**src/rtl/dbg_snapshot_unit.sv**
```systemverilog
// rtl/dbg_snapshot_unit.sv - UART-driven debug controller with breakpoint, single-step and framed snapshot dump
//
// Decodes single-byte commands from the UART receiver and steers the pipeline
// under test through a clock enable and a reset. A dump latches SNAP_W bits of
// pipeline state into a shadow register and streams it out as a frame:
// header 0xA5, then payload bytes (bit 0 of snap_data goes out first).
//
// Build option: DBG_CHECKSUM_EN appends one byte equal to the XOR of the
// header and every payload byte.
//
// Commands (IDLE only): 'r' pipeline reset, 's' single step + dump,
// 'c' continue, 'd' dump, 'b' <pc> set breakpoint, 'n' clear breakpoint.
// 'h' halts a running pipeline and dumps.
//
// Ports:
//   top_clk       in   clock, rising edge
//   rst           in   asynchronous active-low reset
//   rx_done_tick  in   one-cycle strobe, rx_bus valid
//   rx_bus        in   received byte
//   tx_done_tick  in   one-cycle strobe, transmitter finished the byte
//   snap_data     in   pipeline state to dump
//   pc            in   current pipeline pc
//   pipe_en       out  pipeline clock enable
//   rst_pipe      out  pipeline reset, active-high
//   tx_start      out  one-cycle transmit request
//   tx_bus        out  byte to transmit
//   busy          out  high outside IDLE

module dbg_snapshot_unit #(
  parameter int SNAP_W  = 1376,
  parameter int PC_W    = 8,
  parameter int RST_CYC = 4
) (
  input  logic              top_clk,
  input  logic              rst,
  input  logic              rx_done_tick,
  input  logic [7:0]        rx_bus,
  input  logic              tx_done_tick,
  input  logic [SNAP_W-1:0] snap_data,
  input  logic [PC_W-1:0]   pc,
  output logic              pipe_en,
  output logic              rst_pipe,
  output logic              tx_start,
  output logic [7:0]        tx_bus,
  output logic              busy
);

  localparam int NBYTES   = (SNAP_W + 7) / 8;
  localparam int SHADOW_W = NBYTES * 8;
`ifdef DBG_CHECKSUM_EN
  localparam int FRAME_LEN = NBYTES + 2;
`else
  localparam int FRAME_LEN = NBYTES + 1;
`endif
  localparam int IDX_W = $clog2(FRAME_LEN + 1);
  localparam int CNT_W = $clog2(RST_CYC + 1);

  localparam logic [IDX_W-1:0] LAST_IDX = IDX_W'(FRAME_LEN - 1);
  localparam logic [CNT_W-1:0] RST_LAST = CNT_W'(RST_CYC - 1);

  localparam logic [7:0] HEADER   = 8'hA5;
  localparam logic [7:0] CMD_RST  = 8'h72;
  localparam logic [7:0] CMD_STEP = 8'h73;
  localparam logic [7:0] CMD_CONT = 8'h63;
  localparam logic [7:0] CMD_DUMP = 8'h64;
  localparam logic [7:0] CMD_BP   = 8'h62;
  localparam logic [7:0] CMD_NOBP = 8'h6E;
  localparam logic [7:0] CMD_HALT = 8'h68;

  typedef enum logic [2:0] {
    PRST, IDLE, BP_ARG, STEP, RUN, CAPTURE, SEND, WAIT_TX
  } state_t;

  state_t                state_q, state_d;
  logic [CNT_W-1:0]      rst_cnt_q;
  logic [PC_W-1:0]       bp_q;
  logic                  bp_valid_q;
  logic                  run_first_q;
  logic [SHADOW_W-1:0]   shadow_q;
  logic [IDX_W-1:0]      idx_q;
  logic [7:0]            tx_bus_q;
  logic                  load_pend_q;
`ifdef DBG_CHECKSUM_EN
  logic [7:0]            csum_q;
`endif

  logic bp_hit;
  logic halt_rx;

  assign bp_hit  = bp_valid_q && (pc == bp_q);
  assign halt_rx = rx_done_tick && (rx_bus == CMD_HALT);

  assign rst_pipe = (state_q == PRST);
  assign busy     = (state_q != IDLE);
  assign tx_bus   = tx_bus_q;

  always_ff @(posedge top_clk or negedge rst) begin
    if (!rst) begin
      state_q <= PRST;
    end else begin
      state_q <= state_d;
    end
  end

  always_comb begin
    state_d  = state_q;
    pipe_en  = 1'b0;
    tx_start = 1'b0;
    case (state_q)
      PRST: begin
        if (rst_cnt_q == RST_LAST) state_d = IDLE;
      end
      IDLE: begin
        if (rx_done_tick) begin
          case (rx_bus)
            CMD_RST:  state_d = PRST;
            CMD_STEP: state_d = STEP;
            CMD_CONT: state_d = RUN;
            CMD_DUMP: state_d = CAPTURE;
            CMD_BP:   state_d = BP_ARG;
            default:  state_d = IDLE;
          endcase
        end
      end
      BP_ARG: begin
        if (rx_done_tick) state_d = IDLE;
      end
      STEP: begin
        pipe_en = 1'b1;
        state_d = CAPTURE;
      end
      RUN: begin
        // The compare is masked on the first cycle so a 'c' issued while
        // parked on the breakpoint moves the pipeline off it.
        pipe_en = !halt_rx && (run_first_q || !bp_hit);
        if (halt_rx || (!run_first_q && bp_hit)) state_d = CAPTURE;
      end
      CAPTURE: begin
        state_d = SEND;
      end
      SEND: begin
        tx_start = 1'b1;
        state_d  = WAIT_TX;
      end
      WAIT_TX: begin
        if (load_pend_q) begin
          state_d = SEND;
        end else if (tx_done_tick && (idx_q == LAST_IDX)) begin
          state_d = IDLE;
        end
      end
      default: state_d = PRST;
    endcase
  end

  always_ff @(posedge top_clk or negedge rst) begin
    if (!rst) begin
      rst_cnt_q   <= '0;
      bp_q        <= '0;
      bp_valid_q  <= 1'b0;
      run_first_q <= 1'b0;
      shadow_q    <= '0;
      idx_q       <= '0;
      tx_bus_q    <= '0;
      load_pend_q <= 1'b0;
`ifdef DBG_CHECKSUM_EN
      csum_q      <= '0;
`endif
    end else begin
      rst_cnt_q   <= ((state_q == PRST) && (rst_cnt_q != RST_LAST)) ?
                     rst_cnt_q + CNT_W'(1) : '0;
      run_first_q <= (state_d == RUN) && (state_q != RUN);

      case (state_q)
        IDLE: begin
          if (rx_done_tick && (rx_bus == CMD_NOBP)) bp_valid_q <= 1'b0;
        end
        BP_ARG: begin
          if (rx_done_tick) begin
            bp_q       <= rx_bus[PC_W-1:0];
            bp_valid_q <= 1'b1;
          end
        end
        CAPTURE: begin
          shadow_q    <= SHADOW_W'(snap_data);
          idx_q       <= '0;
          tx_bus_q    <= HEADER;
          load_pend_q <= 1'b0;
`ifdef DBG_CHECKSUM_EN
          csum_q      <= HEADER;
`endif
        end
        WAIT_TX: begin
          // A finished byte first raises load_pend; the next byte is loaded
          // one cycle later, so tx_bus only changes on the way into SEND.
          if (load_pend_q) begin
            load_pend_q <= 1'b0;
            idx_q       <= idx_q + IDX_W'(1);
`ifdef DBG_CHECKSUM_EN
            if (idx_q < IDX_W'(NBYTES)) begin
              tx_bus_q <= shadow_q[7:0];
              shadow_q <= shadow_q >> 8;
              csum_q   <= csum_q ^ shadow_q[7:0];
            end else begin
              tx_bus_q <= csum_q;
            end
`else
            tx_bus_q <= shadow_q[7:0];
            shadow_q <= shadow_q >> 8;
`endif
          end else if (tx_done_tick && (idx_q != LAST_IDX)) begin
            load_pend_q <= 1'b1;
          end
        end
        default: begin
        end
      endcase
    end
  end

endmodule

```
**config.mk**
```make
export PLATFORM = sky130hd
export DESIGN_NAME = dbg_snapshot_unit
export DESIGN_NICKNAME = d
export VERILOG_FILES = /design/src/rtl/dbg_snapshot_unit.sv
export SDC_FILE = /design/constraint.sdc
export NUM_CORES = 2
export LEC_CHECK = 0
export ABC_AREA = 1
export BUFFER_PORTS_ARGS = -buffer_cell sky130_fd_sc_hd__clkbuf_2
export CAP_MARGIN = 20
export CORE_AREA = 8 8 542 544
export DETAILED_ROUTE_END_ITERATION = 10
export DIE_AREA = 0 0 550 552
export PLACE_DENSITY = 0.37
export SLEW_MARGIN = 20
export SYNTH_ARGS = -nofsm -noshare
export SYNTH_HDL_FRONTEND = slang
export SYNTH_SLANG_ARGS = --single-unit
```
**constraint.sdc**
```tcl
create_clock -name top_clk -period 3.2 [get_ports top_clk]
set_input_delay 0.48 -clock top_clk [delete_from_list [all_inputs] [get_ports top_clk]]
set_output_delay 0.48 -clock top_clk [all_outputs]
set_load 0.03 [all_outputs]
```
== Word-level counts from Yosys, hierarchy flattened ==
Cells that the tools add are included.

* Muxes and demuxes: 23
* Equal/unequal tests: 25
* Magnitude comparators: 0
* Div/mod/pow operators: 0
* Shift-type cells: 0
* $mul: 0
* Add/subtract/negate cells: 2
* Reduce and logical (&&, ||, !) cells: 20
* Bitwise gates (word level): 0

{| class="wikitable"
|+ Operators with widths
! cell !! count
|-
| one-hot mux 1376 bit (2 select lines) || 1
|-
| 2-to-1 mux 1376 bit || 1
|-
| == test 8 x 7 -> 1 bit (second input constant) || 7
|-
| one-hot mux 8 bit (2 select lines) || 2
|-
| one-hot mux 3 bit (8 select lines) || 1
|-
| 2-to-1 mux 3 bit || 7
|-
| 2-to-1 mux 8 bit || 2
|-
| == test 3 bit (second input constant) || 5
|-
| one-hot mux 3 bit (5 select lines) || 1
|-
| == test 3 x 2 -> 1 bit (second input constant) || 3
|-
| logical AND 1 bit || 9
|-
| adder 8 x 1 -> 8 bit (second input constant) || 1
|-
| == test 8 bit || 1
|-
| == test 8 bit (second input constant) || 1
|-
| inequality test 8 bit (second input constant) || 1
|-
| inequality test 2 bit (second input constant) || 3
|-
| one-hot mux 1 bit (2 select lines) || 3
|-
| 2-to-1 mux 1 bit || 5
|-
| AND reduction 2 bit || 2
|-
| nonzero test 2 bit || 2
|-
| adder 3 x 1 -> 3 bit (second input constant) || 1
|-
| == test 3 x 1 -> 1 bit (second input constant) || 1
|-
| zero test 1 bit || 3
|-
| zero test 3 bit || 1
|-
| other kinds (5) || 6
|}

* Register bits after elaboration: 1409
* Bits in read-only memories: 0
* Word-level logic and storage cells: 79
* Bits in writable memories: 0
* Output and inout port bits: 12
* Bits of input ports: 1396
* Latch bits: 0
* Memories: 0

== Depth between registers and ports, before layout ==
* Depth in word-level cells: 8
* Depth in mapped cells: 12
* Gate-level depth less buffers: 12

== Worst setup path before layout ==
Ideal clock, no wire load.

* Path kind: register to register
* Start point: register state_q[1]
* End point: register state_q[0]
* Data required time: 3.084 ns
* Slack: 1.399 ns
* Path buffers: 1
* Stages on the path, launching flop included: 6
* Data arrival time: 1.686 ns
* Library setup time: 0.116 ns
* Path through: dfrtp_1 buf_2 nor3_1 nand2_1 nand2_1 inv_1

* Longest elaborated chain between the ends: 2

{| class="wikitable"
|+ RTL lines
! what !! RTL line !! text
|-
| start, declared || 74 || <nowiki>state_t state_q, state_d;</nowiki>
|-
| start signal, assigned || 101 || <nowiki>state_q <= state_d;</nowiki>
|-
| zero test 3 bit || - ||
|-
| named net rst_pipe || 42 || <nowiki>output logic rst_pipe,</nowiki>
|-
| one-hot mux 3 bit (8 select lines) || 109 || <nowiki>case (state_q)</nowiki>
|-
| named net state_d[0] || 74 ||
|}

The timed path passes the listed nets, and every way through them passes these cells.
A chain may end at the register's enable or synchronous reset.

== Worst setup path in the final report ==
* Start point: register state_q[1]
* End point: register shadow_q[718]

* Longest elaborated chain between the ends: 3

{| class="wikitable"
|+ RTL lines
! what !! RTL line !! text
|-
| == test 3 bit || 174 || <nowiki>case (state_q)</nowiki>
|-
| inequality test 2 bit (no line) / nonzero test 2 bit (equally long branches) || - ||
|-
| AND reduction 2 bit (no line) || - ||
|-
| end signal, assigned || 185 || <nowiki>shadow_q <= SHADOW_W'(snap_data);</nowiki>
|-
| end signal, assigned || 209 || <nowiki>shadow_q <= shadow_q >> 8;</nowiki>
|-
| end, declared || 79 || <nowiki>logic [SHADOW_W-1:0] shadow_q;</nowiki>
|}

Several ways; a longest one is shown, not always the timed one.

==> impl_metrics.json <==
{
  "dp.cells": 12400,
  "design.core.area_um2": 286000,
  "dr.pass1.iters": 5,
  "synth_adder_area_share_pct": 0.0751,
  "synth_cell_type_count": 31,
  "r2r_slack_ns": 0.49,
  "run_status": "complete, no violations",
  "vias": 63800,
  "grt_overflow": 0,
  "via_per_inst": 4.49,
  "r2r_end": "shadow_q[718]",
  "cp.arrival_ns": 3.45,
  "post-route-period-util_pct": 84.7,
  "final_cells": 14200,
  "synth_top_family_by_area": "compound AO/OA/AOI/OAI gates",
  "filler_cell_count": 30000,
  "synth_seq_cells": 1409,
  "hold_violations": 0,
  "gp_congestion": 0.837,
  "yosys_most_used_dff": "dfrtp_1",
  "tightest_slew_ns": 0.980,
  "min_from": "snap_data[1255]",
  "syn-num-nets": 9121,
  "nets": 11600,
  "p_total_mw": 91.4,
  "clock_path_buffers": 4,
  "r2r_cells": 8,
  "cp-start-kind": "flip-flop",
  "numClockSinks": 1409,
  "max_freq_ghz": 0.369,
  "route.detailed.drc": 0,
  "required_ns": 3.94,
  "area_delta_synth_final_pct": 45.3,
  "netlist_area_um2": 66700,
  "crit_fanout": 128,
  "syn_avg_cell_area_um2": 8.63,
  "dp_slack_ns": 0.468,
  "irDropWorstVdd_v": 0.000853,
  "worstSkewPairLatency_ns": 0.84,
  "htree_levels": 4,
  "finalSetupViolCount": 0,
  "yosysWarnings": 0,
  "fin_crit_ns": 2.71,
  "maxCapViolations": 0,
  "fp-row-count": 197,
  "grtUsageTotal_pct": 19.0,
  "hold_path_end": "shadow_q[1255]",
  "grt_pass1_wl_mm": 440,
  "synth_enable_flop_cells": 0,
  "hold_class": "in2reg",
  "grt_max_degree": 187,
  "synthXorXnorAreaFrac_pct": 0.0263,
  "whs_path_depth": 3,
  "maxSlewViolCount": 0,
  "postCtsSetupBuffers": 0,
  "routedWlPerCell_um": 21.0,
  "cts_buffers": 183,
  "crit_type": "reg2reg",
  "synth-seq-area-share_pct": 52.9,
  "netlist_instances": 7721,
  "p_leak_nw": 44.3,
  "ios": 1408,
  "dieHeight_um": 552,
  "drtAntennaViolNets": 0,
  "muxShareOfSynthArea_pct": 0.0169,
  "synth-simple-area-share_pct": 8.69,
  "start_util_pct": 23.3,
  "finalWorstSetupSlack_ns": 0.490,
  "drt_wl_total_mm": 299,
  "r2r-start": "state_q[1]",
  "dr.first_iter.drc_count": 4318,
  "drive_gt1_share_pct": 17.6,
  "clock_skew_ns": 0.0299,
  "synth_compound_area_share_pct": 25.9,
  "place.detailed.hpwl_mm": 217,
  "rsz0062_at_grt": "no",
  "cts_root_buf": "clkbuf_16",
  "dieArea_um2": 304000,
  "die_x_um": 550,
  "cts_tree": "built",
  "portBuffers": 1407,
  "path_clk_slew_ns": 0.06,
  "end_kind": "flip-flop",
  "powerDensity_nw_per_um2": 944,
  "async_flop_share_pct": 100,
  "slew_headroom_pct": 34.7,
  "tns_ns": 0,
  "antenna_found_initial": 137,
  "grt_pass1_vias": 66200
}
==> flip-flops by register name (all words and copies together) (netlist names) <==
signal	count
shadow_q	1376
bp_q	8
idx_q	8
tx_bus	8
rst_cnt_q	3
state_q	3
bp_valid_q	1
load_pend_q	1
run_first_q	1
==> routing by layer <==
metal,routed length [µm],GRT usage (%),part of all wire [%],up-vias
met5,394,0,0.13,-
met4,12300,6.98,4.1,64
met3,16800,3.69,5.6,568
met2,139000,31.4,47,1872
met1,130000,24.6,43,30500
li1,-,-,-,30800
==> how the worst max path moves through the flow <==
stage	startpoint	to	slack [ns]	depth (start not counted)
2_1_floorplan	state_q[1]	state_q[0]	1.40	5
3_3_place_gp	state_q[1]	shadow_q[718]	0.50	8
3_5_place_dp	state_q[1]	shadow_q[718]	0.47	8
4_1_cts	run_first_q	pipe_en	0.39	9
5_1_grt	run_first_q	pipe_en	0.23	9
6_report	state_q[1]	shadow_q[718]	0.49	8
==> area by class of cell <==
class	instances	area (µm²)	share of cell area, %
Timing Repair Buffer	2888	22300	23.1
Sequential cell	1409	35300	36.4
Clock inverter	38	375	0.388
Clock buffer	288	5520	5.70
Multi-Input combinational cell	4300	23100	23.9
Inverter	1400	5260	5.43
Tap cell	3781	4730	4.88
Antenna cell	98	245	0.253
==> timing repair <==
item / 4_1_cts / 5_1_grt
hold buffers: 1351 / 0
setup endpoints to repair: 0 / 0
hold endpoints to repair: 1393 / 0
resized for setup: 0 / 0
==> cells by family (layout without fill, tap and decap cells) <==
logic type	Yosys count	after routing
compound gates	2766	2766
xor+xnor	2	2
fa+ha+maj	4	4
buf+inv	2012	4614
flops	1409	1409
mux	1	1
other cells	0	98
simple gates	1527	1527
==> placed cells by master, fill, tap and decap left out, types with 7 or more instances in the layout <==
cell,n
clkbuf_8,44
buf_12,64
clkbuf_16,188
clkbuf_1,56
clkbuf_2,1406
nor2_1,32
a31oi_1,8
nor3_1,11
o211ai_1,1352
buf_4,67
nand3_1,14
a21oi_1,7
clkinv_2,22
diode_2,98
dlygate4sd3_1,1351
o21ai_0,654
dfrtp_1,1409
o21ai_1,743
nand2_1,1462
inv_1,1396
==> synthesized netlist by cell type (all sizes together), types with 7 or more instances <==
cell | n | share of area [%]
a21oi | 7 | 0.053
inv | 1398 | 7.9
buf | 426 | 3.5
o211ai | 1352 | 15
nor2 | 32 | 0.18
nor3 | 11 | 0.083
dfrtp | 1409 | 53
nand2 | 1464 | 8.3
a31oi | 8 | 0.075
o21ai | 1397 | 10
clkbuf | 186 | 1.1
nand3 | 15 | 0.12
==> worst max-delay path, stage by stage (launching register included) <==
cell and delay, ns:
dfrtp_1 0.48, nand3_2 0.19, inv_8 0.30, nand2_2 0.17, nand2_8 0.16, buf_12 0.23, buf_12 0.44, o211ai_1 0.37
o21ai_1 0.17
==> per-stage QoR <==
stage | utilization, % | hold slack [ns] | area [µm²]
floorplan | - | 0.184 | 66700
global placement | 27.0 | 0.422 | 77200
detailed placement | 27.0 | 0.443 | 77200
CTS | 33.8 | 0.00349 | 96600
global route | 33.9 | 0.0130 | 96800
finish | 33.9 | 0.0669 | 96900
==> power breakdown <==
| part | internal, mW | switching (mW) |
|---|---|---|
| Combinational | 13.5 | 28.1 |
| Sequential | 27.0 | 2.17 |
| Clock | 12.1 | 8.50 |
(Power assumes the default switching activity.)
